## config.mk

```make
export PLATFORM = sky130hd
export DESIGN_NAME = seq_detect_ctrl
export DESIGN_NICKNAME = d
export VERILOG_FILES = /design/src/rtl/seq_detect_pkg.sv /design/src/rtl/seq_match_core.sv /design/src/rtl/seq_detect_ctrl.sv
export SDC_FILE = /design/constraint.sdc
export NUM_CORES = 1
export LEC_CHECK = 0
export ABC_CLOCK_PERIOD_IN_PS = 2950
export CAP_MARGIN = 0
export CORE_UTILIZATION = 54
export DETAILED_ROUTE_END_ITERATION = 8
export PLACE_DENSITY = 0.85
export SLEW_MARGIN = 20
export SYNTH_ARGS = -nofsm -noshare
export SYNTH_HDL_FRONTEND = slang
export SYNTH_SLANG_ARGS = --single-unit
```

## constraint.sdc

```tcl
create_clock -name clk -period 2.95 [get_ports clk]
set_clock_uncertainty 0.2 [all_clocks]
set_input_delay 0.59 -clock clk [delete_from_list [all_inputs] [get_ports clk]]
set_output_delay 0.59 -clock clk [all_outputs]
set_load 0.01 [all_outputs]
```

## src/rtl/seq_detect_pkg.sv

```systemverilog
// Shared state encoding, parameter defaults and pattern-length clamp for the
// serial pattern detector.
package seq_detect_pkg;

  localparam int PAT_W_DEFAULT = 8;
  localparam int CNT_W_DEFAULT = 8;

  // Longest supported pattern; out-of-range lengths fall back to this.
  localparam logic [3:0] LEN_MAX = 4'd8;

  typedef enum logic [1:0] {
    IDLE  = 2'd0,
    ARMED = 2'd1,
    SHIFT = 2'd2
  } ctrlState;

  // A length of zero or beyond LEN_MAX makes no sense, so treat it as LEN_MAX.
  function automatic logic [3:0] clampLen(input logic [3:0] len);
    if ((len == 4'd0) || (len > LEN_MAX)) begin
      return LEN_MAX;
    end
    return len;
  endfunction

endpackage

```

## src/rtl/seq_match_core.sv

```systemverilog
// Bit-level match engine: keeps the recent bit history and a fill count of how
// many of those bits are still eligible, and flags a hit when the newest len
// bits equal the pattern.
module seq_match_core
  import seq_detect_pkg::*;
#(
  parameter int PAT_W = PAT_W_DEFAULT
) (
  input  logic             clk,
  input  logic             reset,
  input  logic             clear_i,
  input  logic             bit_i,
  input  logic             bit_en_i,
  input  logic [PAT_W-1:0] pattern_i,
  input  logic [3:0]       len_i,
  input  logic             overlap_i,
  output logic             hit_o
);

  logic [PAT_W-1:0] hist_q, hist_d;
  logic [3:0]       fill_q, fill_d;
  logic [PAT_W-1:0] histShifted;
  logic [PAT_W-1:0] lenMask;
  logic [3:0]       fillInc;
  logic             hitNow;

  assign histShifted = {hist_q[PAT_W-2:0], bit_i};
  assign fillInc     = (fill_q >= len_i) ? len_i : (fill_q + 4'd1);

  // Build a mask covering the low len bits so only the active pattern is compared.
  always_comb begin
    lenMask = '0;
    for (int i = 0; i < PAT_W; i++) begin
      lenMask[i] = (i < int'(len_i));
    end
  end

  // The incoming bit counts toward fill, so a hit needs the incremented fill to reach len.
  assign hitNow = bit_en_i && (fillInc == len_i) &&
                  (((histShifted ^ pattern_i) & lenMask) == '0);
  assign hit_o  = hitNow;

  // Shift history and update fill; non-overlap hits consume their bits by zeroing fill.
  always_comb begin
    hist_d = hist_q;
    fill_d = fill_q;
    if (clear_i) begin
      hist_d = '0;
      fill_d = '0;
    end else if (bit_en_i) begin
      hist_d = histShifted;
      if (hitNow && !overlap_i) begin
        fill_d = '0;
      end else begin
        fill_d = fillInc;
      end
    end
  end

  // History and fill registers.
  always_ff @(posedge clk or posedge reset) begin
    if (reset) begin
      hist_q <= '0;
      fill_q <= '0;
    end else begin
      hist_q <= hist_d;
      fill_q <= fill_d;
    end
  end

endmodule

```

## src/rtl/seq_detect_ctrl.sv

```systemverilog
// Pattern detector controller: accepts bytes over a valid/ready handshake,
// serializes them MSB first into the match core, and keeps a saturating match
// counter with a sticky threshold interrupt.
module seq_detect_ctrl
  import seq_detect_pkg::*;
#(
  parameter int PAT_W = PAT_W_DEFAULT,
  parameter int CNT_W = CNT_W_DEFAULT
) (
  input  logic             clk,
  input  logic             reset,
  input  logic             cfg_we,
  input  logic [PAT_W-1:0] cfg_pattern,
  input  logic [3:0]       cfg_len,
  input  logic             cfg_overlap,
  input  logic [CNT_W-1:0] cfg_thresh,
  input  logic             start,
  input  logic             stop,
  input  logic             s_valid,
  input  logic [PAT_W-1:0] s_data,
  output logic             s_ready,
  output logic             busy,
  output logic             match,
  output logic [CNT_W-1:0] match_count,
  output logic             irq,
  input  logic             irq_clr
);

  localparam int BC_W = $clog2(PAT_W + 1);

  ctrlState         state_q, state_d;
  logic [PAT_W-1:0] shiftReg_q, shiftReg_d;
  logic [BC_W-1:0]  bitCnt_q, bitCnt_d;
  logic             stopPend_q, stopPend_d;

  logic [PAT_W-1:0] cfgPattern_q, cfgPattern_d;
  logic [3:0]       cfgLen_q, cfgLen_d;
  logic             cfgOverlap_q, cfgOverlap_d;
  logic [CNT_W-1:0] cfgThresh_q, cfgThresh_d;

  logic [CNT_W-1:0] count_q, count_d;
  logic [CNT_W-1:0] countInc;
  logic             irq_q, irq_d;
  logic             match_q, match_d;

  logic             coreClear;
  logic             coreBitEn;
  logic             coreHit;
  logic             irqSet;

  // Stop wins over a same-cycle accept, so ready is withdrawn while stop is high.
  assign s_ready     = (state_q == ARMED) && !stop;
  assign busy        = (state_q != IDLE);
  assign match       = match_q;
  assign match_count = count_q;
  assign irq         = irq_q;

  // Controller FSM and serializer: one byte per accept, PAT_W bit-cycles in SHIFT.
  always_comb begin
    state_d    = state_q;
    shiftReg_d = shiftReg_q;
    bitCnt_d   = bitCnt_q;
    stopPend_d = stopPend_q;
    coreClear  = 1'b0;
    coreBitEn  = 1'b0;
    case (state_q)
      IDLE: begin
        if (start) begin
          state_d    = ARMED;
          coreClear  = 1'b1;
          stopPend_d = 1'b0;
        end
      end
      ARMED: begin
        if (stop) begin
          state_d = IDLE;
        end else if (s_valid) begin
          state_d    = SHIFT;
          shiftReg_d = s_data;
          bitCnt_d   = '0;
          stopPend_d = 1'b0;
        end
      end
      SHIFT: begin
        coreBitEn  = 1'b1;
        shiftReg_d = {shiftReg_q[PAT_W-2:0], 1'b0};
        bitCnt_d   = bitCnt_q + BC_W'(1);
        if (stop) begin
          stopPend_d = 1'b1;
        end
        if (bitCnt_q == BC_W'(PAT_W - 1)) begin
          bitCnt_d   = '0;
          stopPend_d = 1'b0;
          state_d    = (stopPend_q || stop) ? IDLE : ARMED;
        end
      end
      default: begin
        state_d = IDLE;
      end
    endcase
  end

  // Configuration is only writable while idle so a running search never changes underfoot.
  always_comb begin
    cfgPattern_d = cfgPattern_q;
    cfgLen_d     = cfgLen_q;
    cfgOverlap_d = cfgOverlap_q;
    cfgThresh_d  = cfgThresh_q;
    if ((state_q == IDLE) && cfg_we) begin
      cfgPattern_d = cfg_pattern;
      cfgLen_d     = clampLen(cfg_len);
      cfgOverlap_d = cfg_overlap;
      cfgThresh_d  = cfg_thresh;
    end
  end

  // Saturating match counter and sticky irq; a new threshold crossing beats irq_clr.
  always_comb begin
    count_d  = count_q;
    irq_d    = irq_q;
    match_d  = coreHit;
    countInc = count_q + CNT_W'(1);
    irqSet   = coreHit && (count_q != {CNT_W{1'b1}}) &&
               (countInc == cfgThresh_q) && (cfgThresh_q != '0);
    if (coreClear) begin
      count_d = '0;
      irq_d   = 1'b0;
    end else begin
      if (coreHit && (count_q != {CNT_W{1'b1}})) begin
        count_d = countInc;
      end
      if (irqSet) begin
        irq_d = 1'b1;
      end else if (irq_clr) begin
        irq_d = 1'b0;
      end
    end
  end

  // All controller state registers; reset abandons any byte in flight.
  always_ff @(posedge clk or posedge reset) begin
    if (reset) begin
      state_q      <= IDLE;
      shiftReg_q   <= '0;
      bitCnt_q     <= '0;
      stopPend_q   <= 1'b0;
      cfgPattern_q <= '0;
      cfgLen_q     <= LEN_MAX;
      cfgOverlap_q <= 1'b0;
      cfgThresh_q  <= '0;
      count_q      <= '0;
      irq_q        <= 1'b0;
      match_q      <= 1'b0;
    end else begin
      state_q      <= state_d;
      shiftReg_q   <= shiftReg_d;
      bitCnt_q     <= bitCnt_d;
      stopPend_q   <= stopPend_d;
      cfgPattern_q <= cfgPattern_d;
      cfgLen_q     <= cfgLen_d;
      cfgOverlap_q <= cfgOverlap_d;
      cfgThresh_q  <= cfgThresh_d;
      count_q      <= count_d;
      irq_q        <= irq_d;
      match_q      <= match_d;
    end
  end

  seq_match_core #(
    .PAT_W(PAT_W)
  ) u_core (
    .clk      (clk),
    .reset    (reset),
    .clear_i  (coreClear),
    .bit_i    (shiftReg_q[PAT_W-1]),
    .bit_en_i (coreBitEn),
    .pattern_i(cfgPattern_q),
    .len_i    (cfgLen_q),
    .overlap_i(cfgOverlap_q),
    .hit_o    (coreHit)
  );

endmodule
```

Yosys cells after proc, flatten, opt, wreduce, memory -nomap -nowiden
Cells that the tools add are included.

$add $sub $neg: 3. Order comparisons: 10. Equality and inequality tests: 12. Mux-type cells: 37. Bitwise gates (word level): 2. Reductions and logical operators: 25.

Operators with widths (count): $mux W4 (9); $mux W8 (4); $lt A3 B4 Y1 const A (4); $pmux W8 S2 (1); $mux W1 (14); $mux W7 (2); $add A4 B1 Y4 const B (2); $add A8 B1 Y8 const B (1); $and A8 B8 Y8 (1); $eq A8 B8 Y1 (1); $logic_and A1 B1 Y1 (8); $logic_not A8 Y1 (1); $lt A1 B4 Y1 const A (2); $lt A2 B4 Y1 const A (2); $mux W2 (4); $ne A2 B2 Y1 const B (4); $ne A8 B8 Y1 const B (1); $pmux W4 S2 (1); $reduce_bool A2 Y1 (4); $reduce_bool A8 Y1 (1); $xor A8 B8 Y8 (1); $ne A3 B3 Y1 const B (2); $pmux W2 S3 (1); $reduce_and A3 Y1 (2); 13 further kinds (16).

Register bits: 57. Input port bits: 36. Output and inout port bits: 12.

Logic depth before layout (Yosys ltp)
Depth in word-level cells: 10. Gate-level depth with buffers: 10.

Cells and area by module
A second synthesis with hierarchy kept.

Cells, all modules: 301. Area total of the unflattened synthesis: 3149.3 µm².

By module, submodules not included: seq_detect_ctrl (times used 1, cells an instance 208, area each 2257.2 µm²); seq_match_core (times used 1, cells an instance 93, area each 892.1 µm²).

Worst setup path before layout
No wires, ideal clock.

Kind: register -> register. Start point: register cfgLen_q[3]. End point: register u_core.fill_q[2]. Data arrival time: 2197 ps. Slack: 487 ps. Stages on the path, launching flop included: 10. Buffers on the path: 1. Clock period less this slack: 2463 ps. Cell sequence: dfstp_2 buf_6 inv_1 ha_1 a21oi_1 o21ai_4 o211ai_4 clkinv_4 a2111oi_2 a221o_1.

Cells in the longest elaborated chain, start to end: 9. Elaborated cells on any way between the ends: 19. Those cells by class: order compare (9); eq/ne (1); mux (4); bitwise (1); reduce/logical (4).

Ends and longest elaborated chain: from (decl) (RTL line seq_detect_ctrl.sv:37) `logic [3:0] cfgLen_q, cfgLen_d;`; from (signal assigned) (RTL line seq_detect_ctrl.sv:160) `cfgLen_q <= cfgLen_d;`; $ge A4 B4 Y1 (RTL line seq_match_core.sv:28) `assign fillInc = (fill_q >= len_i) ? len_i : (fill_q + 4'd1);`; $mux W4 (RTL line seq_match_core.sv:28); $eq A4 B4 Y1 (RTL line seq_match_core.sv:39) `assign hitNow = bit_en_i && (fillInc == len_i) &&`; $logic_and A1 B1 Y1 (2 in series) (RTL line seq_match_core.sv:39); $logic_and A1 B1 Y1 (RTL line seq_match_core.sv:52) `if (hitNow && !overlap_i) begin`; $mux W4 (*) (RTL line seq_match_core.sv:52); $mux W4 (*) (RTL line seq_match_core.sv:50) `end else if (bit_en_i) begin`; $mux W4 (*) (RTL line seq_match_core.sv:47) `if (clear_i) begin`; to (signal assigned) (RTL line seq_match_core.sv:67) `fill_q <= fill_d;`; to (decl) (RTL line seq_match_core.sv:21) `logic [3:0] fill_q, fill_d;`.

Mark *: on every way between the ends. The rest lies on a longest branch, timed or not. The select of a mux whose other input is x is not followed. A chain may end at the register's enable or synchronous reset.

Final worst setup path
Start point: input port stop. End point: output port s_ready.

Cells in the longest elaborated chain, start to end: 2.

Ends and longest elaborated chain: from (decl) (RTL line seq_detect_ctrl.sv:18) `input logic stop,`; $logic_not A1 Y1 (RTL line seq_detect_ctrl.sv:52) `assign s_ready = (state_q == ARMED) && !stop;`; $logic_and A1 B1 Y1 (RTL line seq_detect_ctrl.sv:52); to (decl) (RTL line seq_detect_ctrl.sv:21) `output logic s_ready,`.

No other way between the ends.

==> results.yml <==
status:
  run_status: "complete, no violations"
global_route:
  grt_overflow: 0
  grt_pass1_vias: 2432
  grt_use_total: 0.249
  grt_max_degree: 58
  grt_pass1_wl_um: 11600
  antenna_found_initial: 0
detailed_routing:
  drc: 0
  routed_wl_um: 6740
  via_count: 2451
  drt_iter0_markers: 182
  via_per_inst: 5.79
  first_pass_iters: 4
  ant_nets: 0
  wire_per_inst_um: 15.9
timing:
  final_max_slew_viol_count: 0
  setup_viol: 0
  fin_setup_tns_ns: 0
  finalCriticalPeriod_ns: 2.76
  max_freq_mhz: 363
  maxSlewHeadroom: 0.726
  postLayoutSetupSlackWorst_ns: 0.195
  tightest_slew_ns: 0.408
  finalHoldViolCount: 0
  fin_crit_sh: 0.934
  whs_ns: 0.294
  rsz0062_at_grt: "false"
pwr:
  switchingPower_mw: 1.26
  p_sw_frac: 0.363
  p_clk_frac: 0.240
  power_density_nw_per_um2: 896
  pwr-share-comb: 0.380
  pwr-share-seq: 0.380
  internal-power_mw: 2.21
  ir_drop_mv: 0.472
  p_leak_nw: 1.68
  p_total_mw: 3.46
clock_network:
  worstSkewPairLatency_ns: 0.34
  h-tree-depth: 3
  cts.repair.resized: 0
  postCtsHoldBufs: 0
  clk_pin_slew_ns: 0.07
  cts.path.max_buffers: 2
  cts-root-buf: "clkbuf_8"
  post_cts_buffers: 0
  numClockSinks: 57
  cts_buffers: 9
  cts_tree: "built"
worst_setup_path:
  cpPeakStageDelay_ns: 0.60
  worstPathMaxFanout: 3
  end_kind: "primary output"
  critical-path-top-delay-family: "buffers and inverters"
  cp-start-kind: "input port"
  slowest_stage: "clkdlybuf4s50_1"
  startpoint: "stop"
  critical_path_buf_inv_count: 2
  crit_required_ns: 2.16
  r2r-start: "cfgLen_q[3]"
  crit_top_cell: "clkdlybuf4s50_1"
  critPathArrivalTime_ns: 1.97
  path_cells: "clkdlybuf4s50_1, nor3b_1, clkdlybuf4s50_1"
  critPathKind: "input port to primary output"
min_path:
  hp-class: "flip-flop to flip-flop"
  hp-start: "shiftReg_q[2]"
yosys:
  yosys.area.top_type: "dfrtp_1"
  synth-edff-count: 0
  yosysTopAreaCellShare: 0.454
  syn_avg_cell_area_sq_um: 10.5
  synth_warnings: 0
  seq_area_frac_synth: 0.462
  ys.flop_type: "dfrtp_1"
  syn_area_sq_um: 3090
  async_reset_ff_frac: 1.00
  synth_most_common_cell: "dfrtp_1"
  synth.area.top_cells: "dfrtp_1 45%, mux2_2 6.6%, xnor2_1 4.0%"
  syn_nets: 338
  yosys-top-cells-count: "56 x dfrtp_1, 29 x nand2_1, 18 x mux2_2, 18 x o21ai_0"
  synth.distinct_cells: 53
  syn_inst: 295
  ys_ff_latch: 57
die:
  start_util: 0.561
  chipWidth_um: 77.6
  fp.dieArea_sq_um: 6020
  num_rows: 27
  ios: 48
  floorplan.die.height_um: 77.6
  core_area_sq_um: 5510
placement:
  post-place-ws_ns: 0.211
  dp_cells: 407
  place.gp.congestion: 0.868
  place_hpwl_um: 4880
  numPortBuffers: 47
finish:
  nFillCells: 408
  stdcell_count: 423
  fin_nets: 389
  area_growth_pct: 25.2
  antenna_cells: 0
  drive_above_1_share: 0.148
run:
  cap_viol_max_count: 0
worst paths after layout:
path                                         end  slack, ns  cells past startpoint
worst max-delay path                     s_ready       0.19                      3
worst min-delay path               shiftReg_q[3]       0.29                      2
worst max register to register  u_core.fill_q[2]       0.25                      8
worst min register to register     shiftReg_q[3]       0.29                      2
max in group asynchronous            cfgLen_q[3]       1.84                      3
min in group asynchronous         cfgThresh_q[7]       0.42                      3
area by class of cell:
cell class              instances  area [sq um]  share of cell area
flip-flops and latches         57          1430               0.369
repair buffers                 53           528               0.137
well taps                      72          90.1              0.0233
clock buffers                  11           151              0.0392
multi-input cells             215          1550               0.400
inverters                      10          42.5              0.0110
clock inverters                 5          77.6              0.0201
state kept, by name (all words and copies together) (netlist names):
name and cells:
irq 1, cfgThresh_q 8, stopPend_q 1, shiftReg_q 8, bitCnt_q 4, cfgPattern_q 8, match 1, match_count 8
state_q 2, cfgLen_q 4, u_core.fill_q 4, u_core.hist_q 7, cfgOverlap_q 1
power by group through the flow:
stage / Combinational (mW) / Sequential, mW / Clock [mW]
2_1_floorplan: 1.06 / 1.23 / 0
3_3_place_gp: 1.26 / 1.31 / 0
3_5_place_dp: 1.32 / 1.32 / 0
4_1_cts: 1.32 / 1.31 / 0.839
5_1_grt: 1.45 / 1.35 / 0.876
6_report: 1.32 / 1.32 / 0.832
worst reg2reg max path, stage by stage (launching register included):
cell and delay [ns]:
dfstp_2 0.59, inv_1 0.10, ha_1 0.33, a21oi_1 0.26, o21ai_4 0.17, o211ai_4 0.28
clkinv_4 0.17, a2111oi_2 0.38, a221o_1 0.15
metrics by stage:
stage,util,instance area [sq um]
after detailed placement,0.660,3640
after CTS,0.702,3860
after global placement,0.660,3640
final,0.702,3860
after floorplan,-,3090
after global routing,0.702,3860
cells by family (layout without fill, tap and decap cells):
family / after synthesis / after routing / synth area share
flops: 57 / 57 / 0.462
simple gates: 87 / 87 / 0.140
xor+xnor: 24 / 24 / 0.0681
buf+inv: 23 / 79 / 0.0365
mux: 28 / 28 / 0.0981
compound gates: 69 / 69 / 0.167
fa+ha+maj: 7 / 7 / 0.0284
placed cells by master (no fill, tap or decap), types with 3 or more instances in the layout:
cell type        synthesis  routed
nor3_1                   4       4
buf_4                    1       5
nand2b_1                 8       8
dfrtp_1                 56      56
nor2b_1                  5       5
a31oi_1                  3       3
nand3_1                 10      10
inv_1                    9       8
o21ai_0                 18      18
mux2i_1                 10      10
a21oi_1                 10      10
xor2_1                  10      10
nand2_1                 29      29
a41o_1                   4       4
clkdlybuf4s50_1          0      47
nor2_1                  14      14
xnor2_1                 14      14
a22o_1                   8       8
and3_1                   6       6
o21ai_1                  8       8
clkbuf_8                 0      11
mux2_2                  18      18
ha_1                     7       7
layer usage:
layer | part of all wire | global-route usage
met5 | 0 | 0
met3 | 0.043 | 0.0506
met2 | 0.49 | 0.388
met1 | 0.45 | 0.336
met4 | 0.020 | 0.113
Note: power is estimated with default switching activity, not from simulation.
